<file path="src/rtl/segrw_pkg.sv">
// segrw_pkg: shared FSM state and statecase encodings for the segrw_dn segment operator
package segrw_pkg;

   typedef enum logic [1:0] {
      RUN   = 2'd0,
      DRAIN = 2'd1,
      EOS   = 2'd2
   } state_t;

   typedef enum logic [1:0] {
      SC_STALL = 2'd0,
      SC_OP    = 2'd1,
      SC_EOS   = 2'd2,
      SC_PROTO = 2'd3
   } sc_t;

   function automatic int idx_w(input int n);
      return n > 1 ? $clog2(n) : 1;
   endfunction

endpackage

</file>
<file path="src/rtl/segrw_dn_if.sv">
// segrw_dn_if: addr/dataW/write token streams and the dataR stream, each with e/v/b handshake
interface segrw_dn_if #(
   parameter int DW = 16,
   parameter int AW = 8
);

   logic [AW-1:0] addr;
   logic          addr_e, addr_v, addr_b;
   logic [DW-1:0] dataW;
   logic          dataW_e, dataW_v, dataW_b;
   logic          write;
   logic          write_e, write_v, write_b;
   logic [DW-1:0] dataR;
   logic          dataR_e, dataR_v, dataR_b;

   modport master (
      output addr, addr_e, addr_v, dataW, dataW_e, dataW_v, write, write_e, write_v, dataR_b,
      input  addr_b, dataW_b, write_b, dataR, dataR_e, dataR_v
   );

   modport slave (
      input  addr, addr_e, addr_v, dataW, dataW_e, dataW_v, write, write_e, write_v, dataR_b,
      output addr_b, dataW_b, write_b, dataR, dataR_e, dataR_v
   );

endinterface

</file>
<file path="src/rtl/segrw_out_fifo.sv">
// segrw_out_fifo: DW x DEPTH first-word-fall-through FIFO with occupancy count
module segrw_out_fifo
   import segrw_pkg::*;
#(
   parameter  int DW    = 16,
   parameter  int DEPTH = 4,
   localparam int PW    = idx_w(DEPTH),
   localparam int CW    = $clog2(DEPTH + 1)
) (
   input  logic          clock,
   input  logic          reset,
   input  logic          push,
   input  logic [DW-1:0] din,
   input  logic          pop,
   output logic [DW-1:0] dout,
   output logic          nempty,
   output logic [CW-1:0] count
);

   logic [DW-1:0] mem [DEPTH];
   logic [PW-1:0] wp, rp;
   logic          do_push, do_pop;

   assign nempty  = count != '0;
   assign do_pop  = pop && nempty;
   assign do_push = push && (32'(count) < DEPTH || do_pop);
   assign dout    = mem[rp];

   // pointer and occupancy update; simultaneous push and pop leave count unchanged
   always_ff @(posedge clock or posedge reset)
      if (reset) begin
         wp    <= '0;
         rp    <= '0;
         count <= '0;
      end else begin
         if (do_push) wp <= wp == PW'(DEPTH - 1) ? '0 : wp + PW'(1);
         if (do_pop) rp <= rp == PW'(DEPTH - 1) ? '0 : rp + PW'(1);
         count <= count + CW'(do_push) - CW'(do_pop);
      end

   // storage needs no reset, only entries between the pointers are meaningful
   always_ff @(posedge clock)
      if (do_push) mem[wp] <= din;

endmodule

</file>
<file path="src/rtl/segrw_dn.sv">
// segrw_dn: DEPTH-word segment read/write operator with READ_LAT read pipeline and FWFT output FIFO
// SEGRW_BOUNDS_CHECK_EN: flag addr >= DEPTH on err_oob (drop writes, read 0); otherwise wrap modulo DEPTH
module segrw_dn
   import segrw_pkg::*;
#(
   parameter int DW        = 16,
   parameter int AW        = 8,
   parameter int DEPTH     = 256,
   parameter int READ_LAT  = 1,
   parameter int OUT_DEPTH = READ_LAT + 2
) (
   input  logic       clock,
   input  logic       reset,
   segrw_dn_if.slave  s,
   output logic [1:0] state,
   output logic       err_proto,
   output logic       err_oob
);

   localparam int IW = idx_w(DEPTH);
   localparam int CW = $clog2(OUT_DEPTH + 1);

   state_t        st, st_n;
   sc_t           sc;
   logic          all_v, all_e, any_e, credit, acc, rd_acc, wr_acc, wr_en;
   logic [IW-1:0] idx;
   logic [DW-1:0] mem [DEPTH];
   logic [DW-1:0] rdata, push_d, fifo_d;
   logic          push_v, fifo_v;
   logic [CW-1:0] cnt;
   logic [2:0]    inflight;

   assign all_v  = s.addr_v & s.dataW_v & s.write_v;
   assign all_e  = s.addr_e & s.dataW_e & s.write_e;
   assign any_e  = s.addr_e | s.dataW_e | s.write_e;
   assign credit = 32'(cnt) + 32'(inflight) < OUT_DEPTH;

   // next state and statecase; a triple is consumed in every non-stall case
   always_comb begin
      st_n = st;
      sc   = SC_STALL;
      if (st == RUN && all_v) sc = all_e ? SC_EOS : any_e ? SC_PROTO : credit ? SC_OP : SC_STALL;
      if (sc == SC_EOS) st_n = DRAIN;
      if (st == DRAIN && inflight == '0 && !fifo_v) st_n = EOS;
      if (st == EOS && !s.dataR_b) st_n = RUN;
   end

   // FSM state register
   always_ff @(posedge clock or posedge reset)
      if (reset) st <= RUN;
      else st <= st_n;

   assign acc       = sc != SC_STALL;
   assign wr_acc    = sc == SC_OP && s.write;
   assign rd_acc    = sc == SC_OP && !s.write;
   assign s.addr_b  = !acc;
   assign s.dataW_b = !acc;
   assign s.write_b = !acc;

`ifdef SEGRW_BOUNDS_CHECK_EN
   logic oob;
   assign oob   = 32'(s.addr) >= DEPTH;
   assign idx   = IW'(s.addr);
   assign wr_en = wr_acc && !oob;
   assign rdata = oob ? '0 : mem[idx];

   // sticky out-of-range flag, raised by any accepted op outside the segment
   always_ff @(posedge clock or posedge reset)
      if (reset) err_oob <= 1'b0;
      else if (sc == SC_OP && oob) err_oob <= 1'b1;
`else
   assign idx     = IW'(32'(s.addr) % 32'(DEPTH));
   assign wr_en   = wr_acc;
   assign rdata   = mem[idx];
   assign err_oob = 1'b0;
`endif

   // segment storage deliberately survives reset
   always_ff @(posedge clock)
      if (wr_en) mem[idx] <= s.dataW;

   // sticky flag for a triple whose end-of-stream bits disagree
   always_ff @(posedge clock or posedge reset)
      if (reset) err_proto <= 1'b0;
      else if (sc == SC_PROTO) err_proto <= 1'b1;

   // the FIFO write is the last read stage, so only READ_LAT-1 registers sit before it
   if (READ_LAT == 1) begin : g_lat1
      assign push_v   = rd_acc;
      assign push_d   = rdata;
      assign inflight = '0;
   end else begin : g_pipe
      logic [READ_LAT-2:0] sv;
      logic [DW-1:0]       sd [READ_LAT-1];

      // read pipeline shift; valid bits cleared on reset to discard in-flight reads
      always_ff @(posedge clock or posedge reset)
         if (reset) begin
            sv <= '0;
            for (int i = 0; i < READ_LAT - 1; i++) sd[i] <= '0;
         end else begin
            sv[0] <= rd_acc;
            sd[0] <= rdata;
            for (int i = 1; i < READ_LAT - 1; i++) begin
               sv[i] <= sv[i-1];
               sd[i] <= sd[i-1];
            end
         end

      assign push_v   = sv[READ_LAT-2];
      assign push_d   = sd[READ_LAT-2];
      assign inflight = 3'($countones(sv));
   end

   segrw_out_fifo #(
      .DW   (DW),
      .DEPTH(OUT_DEPTH)
   ) u_fifo (
      .clock (clock),
      .reset (reset),
      .push  (push_v),
      .din   (push_d),
      .pop   (!s.dataR_b),
      .dout  (fifo_d),
      .nempty(fifo_v),
      .count (cnt)
   );

   assign s.dataR   = fifo_v ? fifo_d : '0;
   assign s.dataR_v = fifo_v || st == EOS;
   assign s.dataR_e = st == EOS;
   assign state     = st;

endmodule

</file>
<file path="src/flat_wrapper.sv">
// flat-port wrapper written by rule: the top's interface ports become plain ports
module segrw_dn_flat import segrw_pkg::*;
#(
   parameter int DW        = 16,
   parameter int AW        = 8,
   parameter int DEPTH     = 256,
   parameter int READ_LAT  = 1,
   parameter int OUT_DEPTH = READ_LAT + 2
)
  (clock, reset, state, err_proto, err_oob, s_addr, s_addr_e, s_addr_v, s_dataW, s_dataW_e, s_dataW_v, s_write, s_write_e, s_write_v, s_dataR_b, s_addr_b, s_dataW_b, s_write_b, s_dataR, s_dataR_e, s_dataR_v);
  segrw_dn_if #(.DW(DW), .AW(AW)) s_i ();
  input  logic clock;
  input  logic reset;
  output logic [1:0] state;
  output logic err_proto;
  output logic err_oob;
  input wire logic [$bits(s_i.addr)-1:0] s_addr;
  input wire logic [$bits(s_i.addr_e)-1:0] s_addr_e;
  input wire logic [$bits(s_i.addr_v)-1:0] s_addr_v;
  input wire logic [$bits(s_i.dataW)-1:0] s_dataW;
  input wire logic [$bits(s_i.dataW_e)-1:0] s_dataW_e;
  input wire logic [$bits(s_i.dataW_v)-1:0] s_dataW_v;
  input wire logic [$bits(s_i.write)-1:0] s_write;
  input wire logic [$bits(s_i.write_e)-1:0] s_write_e;
  input wire logic [$bits(s_i.write_v)-1:0] s_write_v;
  input wire logic [$bits(s_i.dataR_b)-1:0] s_dataR_b;
  output wire logic [$bits(s_i.addr_b)-1:0] s_addr_b;
  output wire logic [$bits(s_i.dataW_b)-1:0] s_dataW_b;
  output wire logic [$bits(s_i.write_b)-1:0] s_write_b;
  output wire logic [$bits(s_i.dataR)-1:0] s_dataR;
  output wire logic [$bits(s_i.dataR_e)-1:0] s_dataR_e;
  output wire logic [$bits(s_i.dataR_v)-1:0] s_dataR_v;
  assign s_i.addr = s_addr;
  assign s_i.addr_e = s_addr_e;
  assign s_i.addr_v = s_addr_v;
  assign s_i.dataW = s_dataW;
  assign s_i.dataW_e = s_dataW_e;
  assign s_i.dataW_v = s_dataW_v;
  assign s_i.write = s_write;
  assign s_i.write_e = s_write_e;
  assign s_i.write_v = s_write_v;
  assign s_i.dataR_b = s_dataR_b;
  assign s_addr_b = s_i.addr_b;
  assign s_dataW_b = s_i.dataW_b;
  assign s_write_b = s_i.write_b;
  assign s_dataR = s_i.dataR;
  assign s_dataR_e = s_i.dataR_e;
  assign s_dataR_v = s_i.dataR_v;
  segrw_dn #(.DW(DW), .AW(AW), .DEPTH(DEPTH), .READ_LAT(READ_LAT), .OUT_DEPTH(OUT_DEPTH)) u_core (.clock(clock), .reset(reset), .s(s_i), .state(state), .err_proto(err_proto), .err_oob(err_oob));
endmodule
</file>
<file path="config.mk">
export PLATFORM = sky130hd
export DESIGN_NAME = segrw_dn_flat
export DESIGN_NICKNAME = d
export VERILOG_FILES = /design/src/rtl/segrw_pkg.sv /design/src/rtl/segrw_dn_if.sv /design/src/rtl/segrw_out_fifo.sv /design/src/rtl/segrw_dn.sv /design/src/flat_wrapper.sv
export SDC_FILE = /design/constraint.sdc
export NUM_CORES = 2
export LEC_CHECK = 0
export ABC_AREA = 0
export BUFFER_PORTS_ARGS = -buffer_cell sky130_fd_sc_hd__buf_4
export CAP_MARGIN = 15
export CORE_UTILIZATION = 35
export CTS_CLUSTER_SIZE = 28
export DETAILED_ROUTE_END_ITERATION = 7
export PLACE_DENSITY = 0.59
export SETUP_SLACK_MARGIN = 0.1
export SYNTH_ARGS = -nofsm -noshare
export SYNTH_HDL_FRONTEND = slang
export SYNTH_MEMORY_MAX_BITS = 65536
export SYNTH_SLANG_ARGS = --single-unit
</file>
<file path="constraint.sdc">
create_clock -name clock -period 6.5 [get_ports clock]
set_input_delay 0.975 -clock clock [delete_from_list [all_inputs] [get_ports clock]]
set_output_delay 0.975 -clock clock [all_outputs]
set_load 0.02 [all_outputs]
</file>
=== Yosys cells after proc, flatten, opt, wreduce, memory -nomap -nowiden ===
Memory sizes are Yosys's and may differ from the RTL's.
Cells that the tools add are included.

* Order comparisons: 1
* Shift-type cells: 0
* Divide/modulo/power cells: 0
* Equal/unequal tests: 7
* Add/sub/neg operators: 4
* Bitwise logic cells: 6
* $mul: 0
* Reductions and logical operators: 17
* Muxes and demuxes: 14

{| class="wikitable"
|+ Operators by type and width
! cell !! number
|-
| 2-to-1 mux 16 bit || 1
|-
| 2-to-1 mux 2 bit || 8
|-
| equality test 2 bit (second input constant) || 5
|-
| logical AND 1 bit || 7
|-
| 2-to-1 mux 1 bit || 5
|-
| adder 2 x 1 -> 2 bit (second input constant) || 2
|-
| bitwise AND 1 bit || 4
|-
| equality test 2 x 1 -> 1 bit (second input constant) || 2
|-
| logical NOT 1 bit || 4
|-
| nonzero test 2 bit || 2
|-
| nonzero test 3 bit || 1
|-
| adder 2 x 1 -> 2 bit || 1
|-
| logical NOT 2 bit || 1
|-
| logical OR 1 bit || 2
|-
| less-than comparator 2 bit (second input constant) || 1
|-
| OR 1 bit || 2
|-
| subtractor 2 x 1 -> 2 bit || 1
|}

* Output and inout bits: 25
* Bits in latches: 0
* Logic and storage cells: 56
* Input bits: 34
* RAM bits: 4,144
* Memory bits (read-only): 0
* Memories kept: 2
* Bits in registers: 9

{| class="wikitable"
|+ Memories
! memory !! words !! width !! rd ports !! clocked after memory_dff !! wr ports !! RTL line !! source
|-
| u_core.mem || 256 || 16 || 1 || 0 || 1 || segrw_dn.sv:27 || <nowiki>logic [DW-1:0] mem [DEPTH];</nowiki>
|-
| u_core.u_fifo.mem || 3 || 16 || 1 || 0 || 1 || segrw_out_fifo.sv:20 || <nowiki>logic [DW-1:0] mem [DEPTH];</nowiki>
|}

=== Depth between registers and ports, before layout ===
* Depth after elaboration: 10
* Mapped depth: 9
* Gate-level depth less buffers: 8

=== By module ===
A second synthesis with hierarchy kept.

* Cell total of the unflattened synthesis: 6,867
* Area, all modules: 157,393.5 um2

{| class="wikitable"
|+ Modules (own cells, without submodules)
! module !! area an instance (um2) !! instances !! cells each !! seq. area each (um2)
|-
| segrw_dn || 155,286.4 || 1 || 6,737 || 123,073.0
|-
| segrw_out_fifo || 2,107.0 || 1 || 130 || 1,591.5
|}

=== Least setup slack after synthesis ===
OpenSTA, ideal clock, no wires.

* Path type: in2reg
* Start: input s_addr[0]
* End: memory u_core.mem[221][0], enable pin
* Stages on the path: 8
* Setup time: 0.388 ns
* Buffers on the path: 5
* Data required time: 6.112 ns
* Data arrival time: 3.197 ns
* Path slack: 2.915 ns
* Path through: clkbuf_1 > buf_6 > buf_2 > buf_1 > nor2b_1 > nand2_1 > clkbuf_1 > nor2_1

{| class="wikitable"
|+ RTL lines
! what !! RTL line !! source
|-
| from (decl) || flat_wrapper.sv:17 || <nowiki>input wire logic [$bits(s_i.addr)-1:0] s_addr;</nowiki>
|-
| to (decl) || segrw_dn.sv:27 ||
|}

No word-level cell before the write port.

=== Worst setup path in the final report ===
* Start: register u_core.u_fifo.count[0]
* End: memory u_core.mem[116][4], enable pin

* Word-level cells in the longest chain between the ends: 9

{| class="wikitable"
|+ RTL lines
! what !! RTL line !! source
|-
| from (decl) || segrw_out_fifo.sv:17 || <nowiki>output logic [CW-1:0] count</nowiki>
|-
| from (signal assigned) || segrw_out_fifo.sv:38 || <nowiki>count <= count + CW'(do_push) - CW'(do_pop);</nowiki>
|-
| less-than comparator 2 bit || segrw_dn.sv:36 || <nowiki>assign credit = 32'(cnt) + 32'(inflight) < OUT_DEPTH;</nowiki>
|-
| 2-to-1 mux 1 bit || segrw_dn.sv:42 || <nowiki>if (st == RUN && all_v) sc = all_e ? SC_EOS : any_e ? SC_PROTO : credit ? SC_OP : SC_STALL;</nowiki>
|-
| 2-to-1 mux 2 bit (3 in a row) || segrw_dn.sv:42 ||
|-
| equality test 2 x 1 -> 1 bit || segrw_dn.sv:54 || <nowiki>assign wr_acc = sc == SC_OP && s.write;</nowiki>
|-
| logical AND 1 bit || segrw_dn.sv:54 ||
|-
| 2-to-1 mux 1 bit || segrw_dn.sv:80 || <nowiki>if (wr_en) mem[idx] <= s.dataW;</nowiki>
|-
| 2-to-1 mux 1 bit (implied by the code) || segrw_dn.sv:80 ||
|}

Every way passes these cells.

==> impl_summary.txt <==
----------------------------------------------------
[Status]
  Run status ... complete, but fails checks
  Violations in the final reports ... slew limit

[GRT]
  Number of global-route vias before repair ... 76,095
  Wire length of the first global-routing pass ... 585 mm
  Maximum number of pins on one net before global-route repair ... 174
  Initial antenna violation count ... 22
  Remaining global-route overflow ... 0
  Global routing usage summed across all routing layers ... 18.0%

[Layout]
  Multi-input logic area ... 31,000 um2
  Net count reported at finish ... 7,446
  Layout Utilization ... 40.7%
  Layout cells sized above 1 ... 28.7%
  Sequential standard cell area ... 125,000 um2
  Post-Layout Inst Area ... 182,000 um2
  Area added between synthesis and finish ... 15.4%
  Fillers ... 38,723

[Clock tree]
  Number of buffers on the longest clock path ... 4
  Root Buffer Master ... clkbuf_16
  Clock edge transition at the registers on the reported setup and hold paths ... 0.06 ns
  Number of buffers created by CTS ... 416
  Htree depth ... 5
  Clock sink count ... 4,153
  TritonCTS clock tree ... yes
  Clock insertion delay at the later pin of the skew report ... 0.96 ns

[Worst setup path]
  Largest fanout on the critical path ... 16
  R2r worst-path depth ... 7
  Startpoint type of the worst setup path ... flip-flop
  Start-to-end type of the worst setup path ... reg -> reg
  Kind of end point of the critical path ... flip-flop
  Worst endpoint data arrival time ... 5.27 ns
  Worst endpoint required time ... 7.14 ns

[Floorplan]
  Effective utilization at floorplan ... 35.2%
  Core outline area ... 446,000 um2
  Die W ... 672 um
  Die Area ... 452,000 um2
  Die extent in y ... 672 um
  Number of ports placed on the die boundary ... 59
  Standard-cell rows ... 245

[Drt]
  Met3 layer wire length in the routed design ... 33.9 mm
  Detail Route met2 WL ... 196 mm
  Vias ... 76,091
  Drt total wl ... 417 mm
  DRT antenna net count ... 0
  Met1 Routed Length ... 173 mm
  Final routed wire length divided by cell count ... 30.4 um
  Number of DRC markers after the initial detailed-route iteration ... 9,232
  Top routing layer in use ... met5
  TritonRoute pass-1 iters ... 5
  Number of design rule violations left after detail routing ... 0
  Vias per std cell ... 5.55

[Synth]
  Top cells by area in the synthesized netlist ... edfxtp_1 79%, mux4_2 15%, a22oi_1 2.4%
  Commonest register cell after synthesis ... edfxtp_1
  Net count of the mapped netlist ... 6,891
  Async S/R FF share, synth ... 0.217%
  Number of distinct standard cells referenced by the synthesized netlist ... 35
  Post-synth design cell area ... 157,000 um2
  Synthesized flop and latch total ... 4,153
  Average cell area after synthesis ... 22.9 um2
  Portion of the post-synthesis area used by sequential elements ... 79.3%
  Top cell type's share of synthesized area ... 79.1%
  Count of flip-flops with a built-in enable after synthesis ... 4,144
  Largest area contributor in the netlist ... edfxtp_1
  Number of instances in the synthesized netlist ... 6,855
  Synth warn ... 0

[Place]
  Cell area reported after detailed placement ... 168,000 um2
  Final HPWL from detailed placement ... 242 mm
  Number of port buffers ... 57
  GP Congestion ... 0.822

[Timing]
  Final period demand of the worst path ... 4.63 ns
  Achievable frequency ... 0.216 GHz
  Slew at the pin closest to its max-slew limit ... 1.53 ns
  Worst clock skew ... 0.0408 ns
  Rel. slew slack ... -1.77%
  Count of final hold-check violations ... 0
  Final period util ... 71.2%
  # setup viols final ... 0
  RSZ-0062 raised after global routing ... no
  Sum of negative setup slack ... 0 ns
  Final-layout worst hold slack ... 0.252 ns
  Max-slew violation count ... 21

[Power and ir drop]
  Leak pwr ... 0.0557 uW
  Max VDD drop ... 0.240 mV
  Total power per unit cell area ... 309 nW/um2

[Hold path]
  Number of instances on the worst hold path ... 3
  Hold Crit Class ... in -> reg

[Job]
  Count of maximum capacitance violations ... 0

----------------------------------------------------
-- worst max-delay path, cell delays in order (launching register included) --
cell and delay (ns):
dfrtp_1 0.43, a2111oi_0 0.59, nand4b_1 0.79, nor3_1 0.64, buf_4 0.25, nand2_1 0.43
nor2_1 0.85, buf_4 0.32
-- synth_stat cells, types with 8 or more instances --
library cell  number
a21oi_1          272
mux4_2          1024
nor2_1           294
buf_2             77
buf_6             28
dfrtp_1            9
clkbuf_1         268
mux2i_1           16
buf_4             13
buf_1             34
nand2_1           36
nor2b_1            8
nand4_1           16
edfxtp_1        4144
o41ai_1           64
a22oi_1          512
-- state kept, by name, summed over array words and instances (netlist names) --
name                 flops
u_core.u_fifo.rp         2
u_core.state             2
u_core.err_proto         1
u_core.mem            4096
u_core.u_fifo.wp         2
u_core.u_fifo.mem       48
u_core.u_fifo.count      2
-- placed cells by master, fill, tap and decap left out, types with 16 or more instances in the layout --
cell / netlist / layout
edfxtp_1: 4144 / 4144
mux4_2: 1024 / 1024
a22oi_1: 512 / 512
buf_4: 13 / 478
clkbuf_16: 0 / 424
nor2_1: 294 / 287
a21oi_1: 272 / 272
clkinv_1: 0 / 99
clkinv_2: 0 / 98
clkbuf_1: 268 / 86
buf_12: 0 / 55
o41ai_1: 64 / 41
bufinv_16: 0 / 38
o41ai_2: 0 / 23
nand2_1: 36 / 20
buf_8: 0 / 18
nand4_1: 16 / 16
mux2i_1: 16 / 16
-- cell families (layout without fill, tap and decap cells) --
kind of cell	count (synthesis)	in the layout	synth area share, %
flops	4153	4153	79.3
mux	1041	1041	14.8
compound gates	858	858	3.71
buf+inv	425	1335	1.24
simple gates	373	373	0.957
fa+ha+maj	2	2	0.0159
xor+xnor	2	2	0.0111
other cells	1	10	0.00239
-- through the flow --
stage          setup slack [ns]  total power, uW  std cells
6_report                   1.87            56100      13702
5_1_grt                    1.49            57500      13696
4_1_cts                    1.87            56500      13692
3_5_place_dp               1.15            33100      12918
3_3_place_gp              0.882            33000      12913
2_1_floorplan              2.91            31500       6855
-- final timing paths --
path,start,end,slack [ns]
min,s_dataR_b,u_core.state[1],0.25
min in group asynchronous,reset,u_core.state[1],0.59
min reg2reg,u_core.err_proto,u_core.err_proto,0.50
max reg2reg,u_core.u_fifo.count[0],u_core.mem[116][4],1.87
max,u_core.u_fifo.count[0],u_core.mem[116][4],1.87
max in group asynchronous,reset,u_core.u_fifo.wp[0],5.64
-- routing by layer --
layer | up-vias | GRT usage, %
li1 | 30666 | -
met1 | 41384 | 25.6
met2 | 3434 | 28.3
met3 | 595 | 3.28
met4 | 12 | 5.82
met5 | - | 0
-- area by class of cell --
cell class	instances	share of cell area [%]
flip-flops and latches	4153	68.7
multi-input cells	2277	17.1
clock buffers	510	6.02
well taps	5928	4.09
repair buffers	557	2.77
clock inverters	263	1.34
diodes	9	0.0124
inverters	5	0.0103
-- where the power goes --
| part | total, uW | leakage, uW | switching, uW | internal, uW |
|---|---|---|---|---|
| Combinational | 2970 | 0.0117 | 2000 | 968 |
| Clock | 23600 | 0.00657 | 10100 | 13500 |
| Sequential | 29500 | 0.0374 | 12.2 | 29500 |
-- repair_timing --
| action | in CTS | in global routing |
|---|---|---|
| buffers inserted | 0 | 0 |
| hold endpoints to repair | 9 | 0 |
| hold buffers | 1 | 0 |
| gates resized for setup | 0 | 0 |
No activity file was read; power rests on OpenSTA's default activity.
